**config.mk**
```make
export PLATFORM = sky130hd
export DESIGN_NAME = ring_rr_arbiter
export DESIGN_NICKNAME = d
export VERILOG_FILES = /design/src/rtl/ring_rr_arbiter.sv
export SDC_FILE = /design/constraint.sdc
export NUM_CORES = 1
export LEC_CHECK = 0
export CAP_MARGIN = 20
export CORE_AREA = 2 2 39 41
export CTS_CLUSTER_DIAMETER = 200
export CTS_CLUSTER_SIZE = 14
export DETAILED_ROUTE_END_ITERATION = 12
export DIE_AREA = 0 0 41 43
export DONT_BUFFER_PORTS = 1
export PLACE_DENSITY = 0.71
export SYNTH_ARGS = -nofsm -noshare
export SYNTH_HDL_FRONTEND = slang
export SYNTH_SLANG_ARGS = --single-unit
```
**constraint.sdc**
```tcl
create_clock -name CLK -period 2.43 [get_ports CLK]
set_clock_uncertainty 0.2 [all_clocks]
set_input_delay 0.486 -clock CLK [delete_from_list [all_inputs] [get_ports CLK]]
set_output_delay 0.486 -clock CLK [all_outputs]
set_load 0.02 [all_outputs]
```
**src/rtl/ring_rr_arbiter.sv**
```systemverilog
// ring_rr_arbiter: 4-way round-robin arbiter with a rotating one-hot priority ring.
// Grants are registered, one-hot, and held for the requester's burst up to MAX_BURST cycles.
module ring_rr_arbiter #(
    parameter int MAX_BURST = 4,
    parameter int CW = 4
) (
    input  logic       CLK,
    input  logic       RESET_N,
    input  logic       EN,
    input  logic [3:0] REQ,
    output logic [3:0] GNT,
    output logic [1:0] GNT_ID,
    output logic       GNT_VALID,
    output logic       BURST_LAST
);
    typedef enum logic {IDLE, GRANT} state_t;
    state_t state, state_n;
    logic [3:0] pri, pri_n, gnt_n;
    logic [1:0] gnt_id_n, pri_idx, start, sel;
    logic [CW-1:0] cnt, cnt_n;
    logic at_cap, rel, found, hold, take;
    always_ff @(posedge CLK) begin
        if (!RESET_N) begin
            state  <= IDLE;
            GNT    <= 4'b0000;
            GNT_ID <= 2'd0;
            cnt    <= '0;
            pri    <= 4'b0001;
        end else begin
            state  <= state_n;
            GNT    <= gnt_n;
            GNT_ID <= gnt_id_n;
            cnt    <= cnt_n;
            pri    <= pri_n;
        end
    end
    always_comb begin
        pri_idx = 2'd0;
        for (int i = 0; i < 4; i++)
            if (pri[i]) pri_idx = 2'(i);
    end
    assign at_cap = cnt == CW'(MAX_BURST);
    assign rel    = !REQ[GNT_ID] || at_cap;
    assign found  = |REQ;
    // On release the search starts one past the finishing requester, i.e. at the rotated PRI
    assign start  = state == GRANT ? GNT_ID + 2'd1 : pri_idx;
    always_comb begin
        sel = 2'd0;
        for (int k = 3; k >= 0; k--)
            if (REQ[2'(start + 2'(k))]) sel = 2'(start + 2'(k));
    end
    always_comb
        state_n = (state == IDLE || rel) ? ((EN && found) ? GRANT : IDLE) : GRANT;
    always_comb begin
        hold     = state == GRANT && !rel;
        take     = (state == IDLE || rel) && EN && found;
        gnt_n    = hold ? GNT : take ? 4'b0001 << sel : 4'b0000;
        gnt_id_n = hold ? GNT_ID : take ? sel : 2'd0;
        cnt_n    = hold ? cnt + 1'b1 : take ? CW'(1) : '0;
        pri_n    = (state == GRANT && rel) ? 4'b0001 << (GNT_ID + 2'd1) : pri;
    end
    assign GNT_VALID  = |GNT;
    assign BURST_LAST = GNT_VALID && at_cap;
endmodule

```
==> results of run 1 <==
-- per-layer routing --
metal	up-vias	part of all wire (%)	global-route usage, %
met1	287	47	27.81
li1	298	-	-
met5	-	0	0
met3	4	5.0	4.712
met2	13	47	30.63
met4	0	1.3	8.000
-- critical path, stage by stage, from the launching register on --
cell     delay [ps]
dfxtp_1         390
or4_1           680
nor2b_1         260
-- worst paths after layout --
| path | startpoint | to | slack (ps) | cells after the start |
|---|---|---|---|---|
| worst max-delay path | GNT[2] | BURST_LAST | 130 | 2 |
| worst min-delay path | RESET_N | pri[3] | 130 | 1 |
| worst max register to register | GNT_ID[0] | GNT[1] | 240 | 7 |
| worst min register to register | cnt[3] | cnt[3] | 320 | 2 |
-- registers in the layout, indices dropped and copies added, names as in the netlist --
| register | flops |
|---|---|
| GNT | 4 |
| GNT_ID | 2 |
| state | 1 |
| pri | 3 |
| cnt | 4 |
-- through the flow --
stage	utilization [%]	worst slack, ps	power (uW)	cells
after global placement	56.33	372.2	342.3	96
after detailed placement	56.33	294.3	343.6	96
after floorplan	-	147.4	325.4	78
after CTS	58.95	116.6	509.8	100
after global routing	58.95	76.78	530.0	100
final	58.95	129.4	506.3	100
-- final cells by class --
type	count	area share [%]
Sequential cell	14	34.36
Tap cell	16	2.454
Clock buffer	4	4.448
Timing Repair Buffer	2	1.840
Multi-Input combinational cell	60	55.06
Inverter	4	1.840
-- cell families after synthesis --
family                     after synthesis
and+or+nand+nor                         31
adders and majority gates                5
DFF                                     14
muxes                                    4
AOI/OAI and AO/OA                       18
xor gates and xnor gates                 2
buffers and inverters                    4
-- power by group --
| part | internal, uW | switching (uW) |
|---|---|---|
| combinational | 37.4 | 48.9 |
| clock | 91.1 | 75.8 |
| sequential | 240 | 13.3 |
-- Yosys cell counts, types with 2 or more instances --
master | n | area share (%)
a32o_1 | 2 | 2.7
dfxtp_1 | 14 | 38
ha_1 | 5 | 8.4
inv_1 | 4 | 2.0
mux2i_1 | 3 | 4.0
nand2_1 | 6 | 3.0
nand3_1 | 2 | 1.3
nor2_1 | 6 | 3.0
nor2b_1 | 6 | 5.0
o21ai_0 | 4 | 2.7
o31ai_1 | 4 | 4.0
==> metrics.md, run 1 <==
| Metric | Value |
|---|---|
| Status | finished clean |
| Multi-input gate area | 449.2 um^2 |
| Slew Limit Fails | 0 |
| Clk root buf | clkbuf_4 |
| Area growth, synth to finish | 9.580% |
| Reg clk slew, reported paths | 80 ps |
| CTS resizes | 0 |
| Yosys cell types | 33 |
| First drt pass iteration count | 4 |
| Ys Warns | 0 |
| Worst rel slew slack | 67.35% |
| Peak VDD IR | 0.0002988 V |
| GRT Residual Overflow | 0 |
| Setup TNS | 0 ps |
| Die H | ~43 um |
| Arrival @ worst endpoint | roughly 1600 ps |
| Synth Area in Adders | 8.403% |
| P_leak | 0.0003091 uW |
| Hold slack | around 130 ps |
| Skew-Pair Late Insertion Delay | 280 ps |
| CTS buffer count | 3 |
| Placed cell areas | 779.5 um^2 |
| First-pass GRT wire length | 2394 um |
| Initial Util | between 50% and 60% |
| Post-synth EDFFs | 0 |
| CP Max Fanout | 3 |
| Avg WL per Cell | 14.50 um |
| Post-CTS Setup Bufs | 0 |
| CTS Hold Bufs | 0 |
| Worst hold path class | in2reg |
| Total die area | 1763 um^2 |
| Synth Area per Inst | 9.544 um^2 |
| Final instance area | 815.8 um^2 |
| Worst-Margin Slew | 485.6 ps |
| Compound-Gate Fraction of Synth Area | 18.82% |
| Final nets | 97 |
| Pwr/cell area | 620.6 nW/um^2 |
| IO Port Bufs | 0 |
| Max cap viols | 0 |
| Fin. Hold Viols | 0 |
| Largest family of logic cells by synthesized area | simple AND/OR/NAND/NOR gates |
| Core area | 1384 um^2 |
| Critical Path End Type | primary output |
| Clk sink count | 14 |
| RSZ-0062 raised after global routing | false |
| Syn Nets | 90 |
| Fillers | around 130 |
| Most common cell after layout, fill and taps aside | dfxtp_1 |
| Post-synthesis mux area share | approximately 7.1% |
| Vias per cell | 6.020 |
| Ant diodes | 0 |
| Top FF cell, synth | dfxtp_1 |
| DR iter-0 viols | 13 |
| # setup viols final | 0 |
| H-tree depth | 1 |
| Post-DP HPWL | 1156 um |
| Simple-Gate Fraction of Synth Area | 23.70% |
| Final worst-path cycle share | 94.67% |
| Yosys reg bits | 14 |
| Residual DRC | 0 |
| Vias post-DR | 602 |
| Synth Cell Area | 744.5 um^2 |
| CP required | roughly 1700 ps |
| CTS tree | built |
| Num ports | 15 |
| Async SR Flop Fraction | 0% |
| Sequential-to-total area share from yosys stat | a little under two fifths |
| Synth Instances | 78 |
| Die X | 41 um |
| CTS max path bufs | 2 |
| WS Path Type | reg2out |
| ANT nets after route | 0 |
| Initial antenna violation count | 0 |
| Commonest cells after routing, fill and taps aside | 14 x dfxtp_1, 6 x nor2b_1, 6 x nor2_1, 6 x nand2_1, 5 x ha_1 |
| CP Launch Type | register |
| Fmax | 434.7 MHz |
| # rows | 14 |
| Register area | ~280 um^2 |
| Crit path time final | between 2000 and 2500 ps |
| Tot GR Track Use | roughly a fifth |
| Vias in the first global route | 597 |
| Share of cells above drive strength 1 | 17.86% |
| Pin count of the biggest net entering global routing | 9 |
| Synth Area in XOR/XNOR | 2.353% |
| Routability cong. | slightly above 0.7 |
| Wirelength, routed | 1450 um |
Note: power is estimated with default switching activity, not from simulation.
==> run 2: changes to the inputs <==
--- a/config.mk
+++ b/config.mk
@@ -13,6 +13,7 @@
 export DIE_AREA = 0 0 41 43
 export DONT_BUFFER_PORTS = 1
 export PLACE_DENSITY = 0.71
+export SKIP_CTS_REPAIR_TIMING = 1
 export SYNTH_ARGS = -nofsm -noshare
 export SYNTH_HDL_FRONTEND = slang
 export SYNTH_SLANG_ARGS = --single-unit
==> results of run 2 <==
The final DEF is identical to that of run 1; final timing and power are the same.
